<file path="config.mk">
export PLATFORM = sky130hd
export DESIGN_NAME = datapath_luma
export DESIGN_NICKNAME = d
export VERILOG_FILES = /design/src/rtl/datapath_pkg.sv /design/src/rtl/luma_out_fifo.sv /design/src/rtl/datapath_luma.sv
export SDC_FILE = /design/constraint.sdc
export NUM_CORES = 1
export LEC_CHECK = 0
export ABC_AREA = 0
export CAP_MARGIN = 20
export CELL_PAD_IN_SITES_DETAIL_PLACEMENT = 1
export CELL_PAD_IN_SITES_GLOBAL_PLACEMENT = 1
export CORE_AREA = 2 2 172 174
export CTS_BUF_LIST = sky130_fd_sc_hd__clkbuf_8 sky130_fd_sc_hd__clkbuf_16
export DETAILED_ROUTE_END_ITERATION = 8
export DIE_AREA = 0 0 174 176
export GPL_TIMING_DRIVEN = 0
export PLACE_DENSITY = 0.78
export SLEW_MARGIN = 20
export SYNTH_ARGS = -nofsm -noshare
export SYNTH_HDL_FRONTEND = slang
export SYNTH_SLANG_ARGS = --single-unit
</file>
<file path="constraint.sdc">
create_clock -name i_clk -period 5.7 [get_ports i_clk]
set_input_delay 0.855 -clock i_clk [delete_from_list [all_inputs] [get_ports i_clk]]
set_output_delay 0.855 -clock i_clk [all_outputs]
set_load 0.03 [all_outputs]
</file>
<file path="src/rtl/datapath_pkg.sv">
// rtl/datapath_pkg.sv - shared selects and width/saturation helpers for the luma datapath
package datapath_pkg;

   localparam logic [1:0] COEF_R = 2'd0;
   localparam logic [1:0] COEF_G = 2'd1;
   localparam logic [1:0] COEF_B = 2'd2;

   // three products of pix_w+coef_w bits need two carry bits
   function automatic int sum_w(input int pix_w, input int coef_w);
      return pix_w + coef_w + 2;
   endfunction

   function automatic logic [31:0] saturate(input logic [31:0] val, input int pix_w);
      logic [31:0] lim;
      lim = (32'd1 << pix_w) - 32'd1;
      return (val > lim) ? lim : val;
   endfunction

endpackage

</file>
<file path="src/rtl/luma_out_fifo.sv">
// rtl/luma_out_fifo.sv - show-ahead output FIFO with occupancy count
// Output data reads as zero while empty so reset leaves the stream outputs clean.
module luma_out_fifo #(
   parameter int P_WIDTH = 9,
   parameter int P_DEPTH = 8
) (
   input  logic                       i_clk,
   input  logic                       i_rst,
   input  logic                       i_push,
   input  logic [P_WIDTH-1:0]         i_wdata,
   input  logic                       i_pop,
   output logic [P_WIDTH-1:0]         o_rdata,
   output logic                       o_valid,
   output logic [$clog2(P_DEPTH):0]   o_count
);

   localparam int AW = $clog2(P_DEPTH);
   localparam logic [AW:0] FULL_CNT = (AW+1)'(P_DEPTH);

   logic [P_WIDTH-1:0] mem_q [P_DEPTH];
   logic [AW-1:0]      wr_ptr_q;
   logic [AW-1:0]      rd_ptr_q;
   logic [AW:0]        cnt_q;
   logic               empty;
   logic               full;
   logic               wr_en;
   logic               rd_en;

   assign empty = (cnt_q == '0);
   assign full  = (cnt_q == FULL_CNT);
   assign rd_en = i_pop & ~empty;
   assign wr_en = i_push & (~full | rd_en);

   always_ff @(posedge i_clk) begin
      if (wr_en) begin
         mem_q[wr_ptr_q] <= i_wdata;
      end
   end

   always_ff @(posedge i_clk or posedge i_rst) begin
      if (i_rst) begin
         wr_ptr_q <= '0;
         rd_ptr_q <= '0;
         cnt_q    <= '0;
      end else begin
         assert (!(i_push && full && !rd_en));
         if (wr_en) begin
            wr_ptr_q <= wr_ptr_q + AW'(1);
         end
         if (rd_en) begin
            rd_ptr_q <= rd_ptr_q + AW'(1);
         end
         case ({wr_en, rd_en})
            2'b10:   cnt_q <= cnt_q + (AW+1)'(1);
            2'b01:   cnt_q <= cnt_q - (AW+1)'(1);
            default: cnt_q <= cnt_q;
         endcase
      end
   end

   assign o_valid = ~empty;
   assign o_rdata = empty ? '0 : mem_q[rd_ptr_q];
   assign o_count = cnt_q;

endmodule

</file>
<file path="src/rtl/datapath_luma.sv">
// rtl/datapath_luma.sv - RGB to luma pipeline with programmable coefficients and credit flow control
// Define DATAPATH_LUMA_ROUND_EN for round-half-up before the shift; default truncates.
module datapath_luma
   import datapath_pkg::*;
#(
   parameter int P_PIX_W      = 8,
   parameter int P_COEF_W     = 8,
   parameter int P_COEF_R     = 77,
   parameter int P_COEF_G     = 150,
   parameter int P_COEF_B     = 29,
   parameter int P_FIFO_DEPTH = 8
) (
   input  logic                  i_clk,
   input  logic                  i_rst,
   input  logic                  i_coef_wr,
   input  logic [1:0]            i_coef_sel,
   input  logic [P_COEF_W-1:0]   i_coef_data,
   input  logic [3*P_PIX_W-1:0]  data_in,
   input  logic                  valid_in,
   input  logic                  sof_in,
   output logic                  busy_out,
   output logic [P_PIX_W-1:0]    data_out,
   output logic                  valid_out,
   output logic                  sof_out,
   input  logic                  busy_in
);

   localparam int PROD_W = P_PIX_W + P_COEF_W;
   localparam int SUM_W  = sum_w(P_PIX_W, P_COEF_W);
   localparam int CNT_W  = $clog2(P_FIFO_DEPTH) + 1;
`ifdef DATAPATH_LUMA_ROUND_EN
   localparam logic [SUM_W-1:0] RND_C = SUM_W'(1) << (P_COEF_W - 1);
`else
   localparam logic [SUM_W-1:0] RND_C = '0;
`endif

   logic [P_COEF_W-1:0] coef_sh_q  [3];
   logic [P_COEF_W-1:0] coef_act_q [3];
   logic [P_COEF_W-1:0] coef_use   [3];

   logic                accept;
   logic                sof_acc;
   logic [PROD_W-1:0]   prod_r_d, prod_g_d, prod_b_d;
   logic [PROD_W-1:0]   prod_r_q, prod_g_q, prod_b_q;
   logic                s1_vld_q, s1_sof_q;
   logic [SUM_W-1:0]    sum_d, sum_q;
   logic                s2_vld_q, s2_sof_q;
   logic [SUM_W-1:0]    shifted;
   logic [P_PIX_W-1:0]  luma;
   logic                busy_d, busy_q;
   logic                pop;
   logic [CNT_W-1:0]    fifo_cnt;
   logic [P_PIX_W:0]    fifo_rdata;
   int                  occ;

   assign accept  = valid_in & ~busy_q;
   assign sof_acc = accept & sof_in;

   always_ff @(posedge i_clk or posedge i_rst) begin
      if (i_rst) begin
         coef_sh_q[0]  <= P_COEF_W'(P_COEF_R);
         coef_sh_q[1]  <= P_COEF_W'(P_COEF_G);
         coef_sh_q[2]  <= P_COEF_W'(P_COEF_B);
         coef_act_q[0] <= P_COEF_W'(P_COEF_R);
         coef_act_q[1] <= P_COEF_W'(P_COEF_G);
         coef_act_q[2] <= P_COEF_W'(P_COEF_B);
      end else begin
         if (i_coef_wr) begin
            case (i_coef_sel)
               COEF_R:  coef_sh_q[0] <= i_coef_data;
               COEF_G:  coef_sh_q[1] <= i_coef_data;
               COEF_B:  coef_sh_q[2] <= i_coef_data;
               default: ;
            endcase
         end
         if (sof_acc) begin
            coef_act_q <= coef_sh_q;
         end
      end
   end

   // the sof beat itself must already see the shadow values
   always_comb begin
      for (int i = 0; i < 3; i++) begin
         coef_use[i] = sof_acc ? coef_sh_q[i] : coef_act_q[i];
      end
   end

   assign prod_r_d = PROD_W'(data_in[P_PIX_W-1:0])           * PROD_W'(coef_use[0]);
   assign prod_g_d = PROD_W'(data_in[2*P_PIX_W-1:P_PIX_W])   * PROD_W'(coef_use[1]);
   assign prod_b_d = PROD_W'(data_in[3*P_PIX_W-1:2*P_PIX_W]) * PROD_W'(coef_use[2]);

   assign sum_d = SUM_W'(prod_r_q) + SUM_W'(prod_g_q) + SUM_W'(prod_b_q) + RND_C;

   assign shifted = sum_q >> P_COEF_W;
   assign luma    = P_PIX_W'(saturate(32'(shifted), P_PIX_W));

   assign pop = valid_out & ~busy_in;

   // credit check on post-edge occupancy: FIFO after push/pop plus both pipeline stages
   always_comb begin
      occ    = int'(fifo_cnt) + int'(s2_vld_q) - int'(pop) + int'(accept) + int'(s1_vld_q);
      busy_d = (occ >= P_FIFO_DEPTH);
   end

   always_ff @(posedge i_clk or posedge i_rst) begin
      if (i_rst) begin
         s1_vld_q <= 1'b0;
         s1_sof_q <= 1'b0;
         prod_r_q <= '0;
         prod_g_q <= '0;
         prod_b_q <= '0;
         s2_vld_q <= 1'b0;
         s2_sof_q <= 1'b0;
         sum_q    <= '0;
         busy_q   <= 1'b0;
      end else begin
         s1_vld_q <= accept;
         s1_sof_q <= sof_acc;
         prod_r_q <= prod_r_d;
         prod_g_q <= prod_g_d;
         prod_b_q <= prod_b_d;
         s2_vld_q <= s1_vld_q;
         s2_sof_q <= s1_sof_q;
         sum_q    <= sum_d;
         busy_q   <= busy_d;
      end
   end

   luma_out_fifo #(
      .P_WIDTH (P_PIX_W + 1),
      .P_DEPTH (P_FIFO_DEPTH)
   ) u_fifo (
      .i_clk   (i_clk),
      .i_rst   (i_rst),
      .i_push  (s2_vld_q),
      .i_wdata ({luma, s2_sof_q}),
      .i_pop   (pop),
      .o_rdata (fifo_rdata),
      .o_valid (valid_out),
      .o_count (fifo_cnt)
   );

   assign busy_out = busy_q;
   assign data_out = fifo_rdata[P_PIX_W:1];
   assign sof_out  = fifo_rdata[0];

endmodule

</file>
==> results of run 1 <==
-- metrics by stage --
stage,setup TNS [ns],hold WS (ns),setup slack [ns]
floorplan,0,0.331,0.227
global placement,-11.85,0.332,-0.609
detailed placement,-8.80,0.338,-0.708
CTS,0,0.358,0.00368
global route,-0.130,0.372,-0.0681
finish,0,0.355,0.144
-- registers in the layout (all words and copies together) (netlist names) --
register and count:
coef_act_q 24, coef_sh_q 24, prod_r_q 16, prod_g_q 16, s2_sof_q 1, u_fifo.mem_q 72
s1_sof_q 1, u_fifo.rd_ptr_q 3, busy_out 1, s1_vld_q 1, u_fifo.o_count 4, s2_vld_q 1
u_fifo.wr_ptr_q 3, sum_q 10, prod_b_q 16
-- cell usage after synthesis, drive strengths merged (3+ instances only) --
cell | number | area (sq um)
xor2 | 8 | 70.1
and3 | 6 | 38.8
clkbuf | 3 | 12.5
ha | 135 | 1690
nand2 | 61 | 231
dfrtp | 97 | 2430
a21oi | 33 | 180
nor2b | 117 | 739
xnor2 | 40 | 350
a211oi | 10 | 95.1
nand3 | 8 | 40.0
nor2 | 38 | 145
o21a | 9 | 67.6
nor3 | 12 | 60.1
nand2b | 9 | 56.3
dfstp | 24 | 631
o21ai | 22 | 118
or2 | 4 | 25.0
edfxtp | 72 | 2160
inv | 187 | 702
o31ai | 3 | 37.5
buf | 5 | 46.3
and2 | 47 | 294
o211ai | 5 | 52.6
a21boi | 4 | 30.0
a21o | 7 | 52.6
fa | 126 | 2520
mux2 | 34 | 383
or3 | 17 | 106
mux4 | 18 | 405
mux2i | 24 | 368
-- layout make-up --
type,count,area (sq um),area share (%)
multi-input cells,812,8400,51.8
flip-flops and latches,193,5220,32.2
repair buffers,76,716,4.41
inverters,187,707,4.35
well taps,384,480,2.96
clock buffers,17,425,2.62
clock inverters,15,209,1.29
plain buffers,8,71.3,0.439
-- worst reg2reg max path: stages (launching register included) --
cell      delay (ns)
dfrtp_1         0.40
nor2b_4         0.07
nand2_4         0.15
buf_8           0.24
mux2i_4         0.34
buf_4           0.19
nor2b_1         0.07
fa_1            0.45
fa_1            0.55
inv_1           0.06
fa_1            0.46
fa_1            0.55
inv_1           0.04
ha_1            0.37
o21a_1          0.22
o31ai_2         0.11
a21oi_2         0.13
a211oi_2        0.33
a21oi_2         0.09
xnor2_1         0.13
-- worst max-delay path by stage --
stage | slack [ns] | cells after the start | startpoint | to
3_3_place_gp | -0.61 | 19 | valid_in | prod_b_q[15]
5_1_grt | -0.07 | 20 | valid_in | prod_r_q[15]
4_1_cts | 0.004 | 20 | valid_in | prod_g_q[14]
3_5_place_dp | -0.71 | 19 | valid_in | prod_b_q[15]
2_1_floorplan | 0.23 | 18 | valid_in | prod_b_q[15]
6_report | 0.14 | 20 | valid_in | prod_r_q[15]
-- layer usage --
metal | wire, um | GRT usage, % | vias to the layer above
li1 | - | - | 4133
met1 | 13100 | 26.6 | 4631
met2 | 16600 | 39.0 | 90
met3 | 655 | 2.50 | 32
met4 | 635 | 5.46 | 0
met5 | 0 | 0 | -
-- timing repair --
action	CTS	global route
cloned	0	0
hold buffers	0	0
setup endpoints to repair	11	13
buffers inserted	4	21
pin swaps	3	9
endpoints found under the hold margin	0	0
gates resized for setup	4	21
-- cell families after synthesis --
group / after synthesis
xor gates and xnor gates: 48
and+or+nand+nor: 325
buffers and inverters: 195
adders and majority gates: 261
muxes: 76
AOI/OAI and AO/OA: 102
DFF: 193
==> flow_summary.yaml, run 1 <==
setup_path:
  critPathCaptureType: "flip-flop"
  arrival_ns: 5.89
  reg2regPathDepth: 19
  r2r_end: "prod_r_q[15]"
  ff2ff_setup_slack_ns: 0.65
  worst-path-buf-inv: 5
  max_stage_delay_ns: 0.55
  startpoint_type: "input port"
  crit_fanout: 10
  worstReg2RegStart: "busy_out"
  cp_common_cell: "fa_1"
  cp_cell_sequence: "clkdlybuf4s50_1, nor2b_4, nand2_4, buf_8, mux2i_4, buf_4, nor2b_1, fa_1, fa_1, inv_1, fa_1, fa_1, inv_1, ha_1, o21a_1, o31ai_2, a21oi_2, a211oi_2, a21oi_2, xnor2_1"
  cp_slowest_cell: "fa_1"
  critPathRequiredTime_ns: 6.04
  path_delay_family: "adder cells"
  critPathKind: "input port to flip-flop"
timing:
  finalHoldViolCount: 0
  fin_skew_ns: 0.0195
  finalMaxSlewViolations: 0
  finalCritPeriodShare_pct: 97.5
  period_needed_ns: 5.56
  rsz0062_at_grt: "true"
  timing.slew.headroom_pct: 33.7
  tightest_slew_ns: 0.967
  setup_viol: 0
  max_freq_mhz: 180
run:
  drv_cap: 0
logic_synthesis:
  synth_top_family_by_area: "adder cells"
  synth_warnings: 0
  yosys.area_share.simple_pct: 12.5
  postSynthAreaPerCell_sq_um: 11.9
  synth_compound_area_share_pct: 4.99
  muxShareOfSynthArea_pct: 8.10
  netlist_area_sq_um: 14300
  syn-num-nets: 1501
  synth_async_sr_flop_share_pct: 62.7
  synth_xor_area_share_pct: 2.95
  synthCells: 1200
  ys_seq_area_share_pct: 36.6
  synth-seq-cells: 193
  synth.distinct_cells: 59
  synth-main-ff-cell: "dfrtp_1"
  synthAdderAreaFrac_pct: 29.5
  synth-edff-count: 72
place:
  portBuffers: 50
  dp_hpwl_um: 23800
  gp_congestion: 0.816
  place_area_sq_um: 15300
  dp.cells: 1635
finish:
  n_fill_cell: 3019
  syn_to_final_growth_pct: 13.8
  finalInstanceArea_sq_um: 16200
  layout_common_cells: "inv_1 (186), ha_1 (132), fa_1 (126), nor2b_1 (115), dfrtp_1 (97)"
  fin_cells: 1692
  diodes: 0
  nets: 1596
  final_common_cell: "inv_1"
  postLayoutCoreUtil_pct: 56.9
  drive_above_1_share_pct: 15.0
routing:
  drtPass1Iterations: 5
  drt_iter0_drc: 379
  wire_per_inst_um: 18.3
  drcViolationCount: 0
  routed-via-count: 8886
  ant_nets: 0
  wl_um: 31000
  viasPerCell: 5.25
global_route:
  grt.overflow.total: 0
  grt_pass1_vias: 9853
  grt_max_degree: 83
  antenna_found_initial: 0
  grt_usage_pct: 21.2
  grt_pass1_wl_um: 51000
clock_network:
  cts_max_level: 4
  cts_buffers: 17
  cts_tree: "done"
  clockRootBuffer: "clkbuf_16"
  cts.sinks: 193
  clk_pin_slew_ns: 0.09
  insertion_delay_ns: 0.45
  clockBufferDepth: 2
worst_hold_path:
  hp-class: "flip-flop to flip-flop"
  worst_hold_path.endpoint: "s2_sof_q"
  whs_path_depth: 0
  holdCritStartpoint: "s1_sof_q"
floorplanning:
  rows: 62
  die_x_um: 174
  ios: 51
  start_util_pct: 50.0
  dieArea_sq_um: 30600
  core_sq_um: 28500
  die_height_um: 176
status:
  outcome: "complete, no violations"
Power of run 1 is not shown: default switching activity piles up to over one toggle a cycle in this logic, so the estimate is an artifact.
==> run 2: changes to the inputs <==
Settings changed: RECOVER_POWER from default to 50.
==> run 2 against run 1 <==
Against the previous run: the run now ends with capacitance limit, slew limit left; cell count unchanged; register-to-register slack about the same; worst hold slack worse by 0.00065 ns; clock skew about the same; utilization down 0.10 points; fmax about the same; non-clock buffer count unchanged; sequential share of layout area up 0.057 points; critical path type unchanged.
==> flow_summary.yaml, run 2 (synthesized netlist as in run 1, its figures left out) <==
status:
  outcome: "finished with violations"
  violations: "capacitance limit, slew limit"
clock_network:
  clockRootBuffer: "clkbuf_16"
  postCtsHoldBufs: 0
  cts_buffers: 17
  insertion_delay_ns: 0.45
  cts_max_level: 4
  clk_pin_slew_ns: 0.09
  cts_tree: "done"
  cts.sinks: 193
  clockBufferDepth: 2
finish:
  largestRegisters: "u_fifo.mem_q x72, coef_act_q x24, coef_sh_q x24"
  nets: 1596
  final_common_cell: "inv_1"
  layout_common_cells: "inv_1 (186), ha_1 (132), fa_1 (126), nor2b_1 (115), dfrtp_1 (97)"
  n_fill_cell: 3024
  diodes: 0
  multiInputGateArea_sq_um: 8400
  max_flop_register: "u_fifo.mem_q"
  regArea_sq_um: 5220
  largest_register_ffs: 72
  syn_to_final_growth_pct: 13.6
  drive_above_1_share_pct: 14.9
setup_path:
  cp_cell_sequence: "clkdlybuf4s50_1, nor2b_4, nand2_4, buf_8, mux2i_4, buf_4, nor2b_1, fa_1, fa_1, inv_1, fa_1, fa_1, inv_1, ha_1, o21a_1, o31ai_2, a21oi_2, a211oi_2, a21oi_2, xnor2_1"
  max_stage_delay_ns: 0.55
  cp_common_cell: "fa_1"
  cp_slowest_cell: "fa_1"
  crit_fanout: 10
  worstReg2RegStart: "busy_out"
  critPathLaunch: "valid_in"
  critPathRequiredTime_ns: 6.04
  arrival_ns: 5.89
  critPathKind: "input port to flip-flop"
  critPathCaptureType: "flip-flop"
  startpoint_type: "input port"
floorplanning:
  core_sq_um: 28500
  ios: 51
  start_util_pct: 50.0
  die_x_um: 174
  die_height_um: 176
  dieArea_sq_um: 30600
  rows: 62
timing:
  tightest_slew_ns: 2.04
  finalHoldViolCount: 0
  finalCritPeriodShare_pct: 97.4
  max_freq_mhz: 180
  rsz0062_at_grt: "true"
  timing.slew.headroom_pct: -36.1
  finalMaxSlewViolations: 124
  whs_ns: 0.354
  period_needed_ns: 5.55
  fin_skew_ns: 0.0191
  setup_viol: 0
routing:
  routed-via-count: 8897
  viasPerCell: 5.26
  drtPass1Iterations: 4
  wire_per_inst_um: 18.3
  wl_um: 31000
  drt_iter0_drc: 424
  drcViolationCount: 0
  ant_nets: 0
global_route:
  antenna_found_initial: 0
  grt_usage_pct: 21.2
  grt_max_degree: 83
  grt_pass1_vias: 9853
  grt_pass1_wl_um: 51000
  grt.overflow.total: 0
run:
  drv_cap: 2
worst_hold_path:
  holdCritStartpoint: "s1_sof_q"
  hp-class: "flip-flop to flip-flop"
place:
  dp_hpwl_um: 23800
  portBuffers: 50
  gp_congestion: 0.816
==> run 2: cell types whose count changed in the layout (fill, tap and decap cells not counted) <==
cell	before	now
clkbuf_2	1	2
clkinvlp_2	0	1
dlygate4sd3_1	0	2
nor2_2	2	1
buf_16	1	0
clkdlybuf4s50_1	50	48
inv_6	3	2
nor2_1	36	37
==> run 2: per-layer routing <==
metal | global-route usage [%] | vias to the layer above | wire length (um)
li1 | - | 4135 | -
met1 | 26.6 | 4622 | 13100
met2 | 39.0 | 107 | 16500
met3 | 2.50 | 33 | 737
met4 | 5.46 | 0 | 632
met5 | 0 | - | 0
==> run 2: cell type report <==
type                            instances  share of cell area, %
Buffer                                  8                  0.440
Timing Repair Buffer                   76                   4.28
Clock buffer                           17                   2.63
Tap cell                              384                   2.97
Multi-Input combinational cell        812                   51.8
Sequential cell                       193                   32.2
Clock inverter                         15                   1.29
Inverter                              187                   4.34
==> run 2: worst max-delay path: cells and delay by family <==
kind | cells | cell delay (ns)
buf+inv | 5 | 0.94
fa+ha+maj | 5 | 2.38
xor+xnor | 1 | 0.13
mux | 1 | 0.34
simple gates | 3 | 0.35
compound gates | 5 | 0.88
==> run 2: what timing repair did <==
item,in CTS,in global routing
endpoints found under the setup margin,11,13
cloned,0,0
resized for setup,4,21
pin swaps,3,9
setup buffers,4,21
==> run 2: final timing paths <==
| check | to | slack [ns] | cells after the start |
|---|---|---|---|
| max | prod_r_q[15] | 0.15 | 20 |
| min | s2_sof_q | 0.35 | 0 |
| max reg2reg | prod_r_q[15] | 0.66 | 19 |
| min reg2reg | s2_sof_q | 0.35 | 0 |
| max in group asynchronous | prod_r_q[11] | 1.68 | 3 |
| min in group asynchronous | busy_out | 1.31 | 2 |
==> run 2: metrics by stage <==
stage | setup TNS [ns] | setup slack [ns] | instances | instance area [sq um] | utilization (%)
finish | 0 | 0.147 | 1692 | 16200 | 56.8
global placement | -11.85 | -0.609 | 1634 | 15200 | 53.4
detailed placement | -8.80 | -0.708 | 1635 | 15300 | 53.6
CTS | 0 | 0.00368 | 1671 | 16000 | 55.9
floorplan | 0 | 0.227 | 1200 | 14300 | -
global route | -0.130 | -0.0681 | 1692 | 16200 | 56.8
Power of run 2 is left out for the same reason.
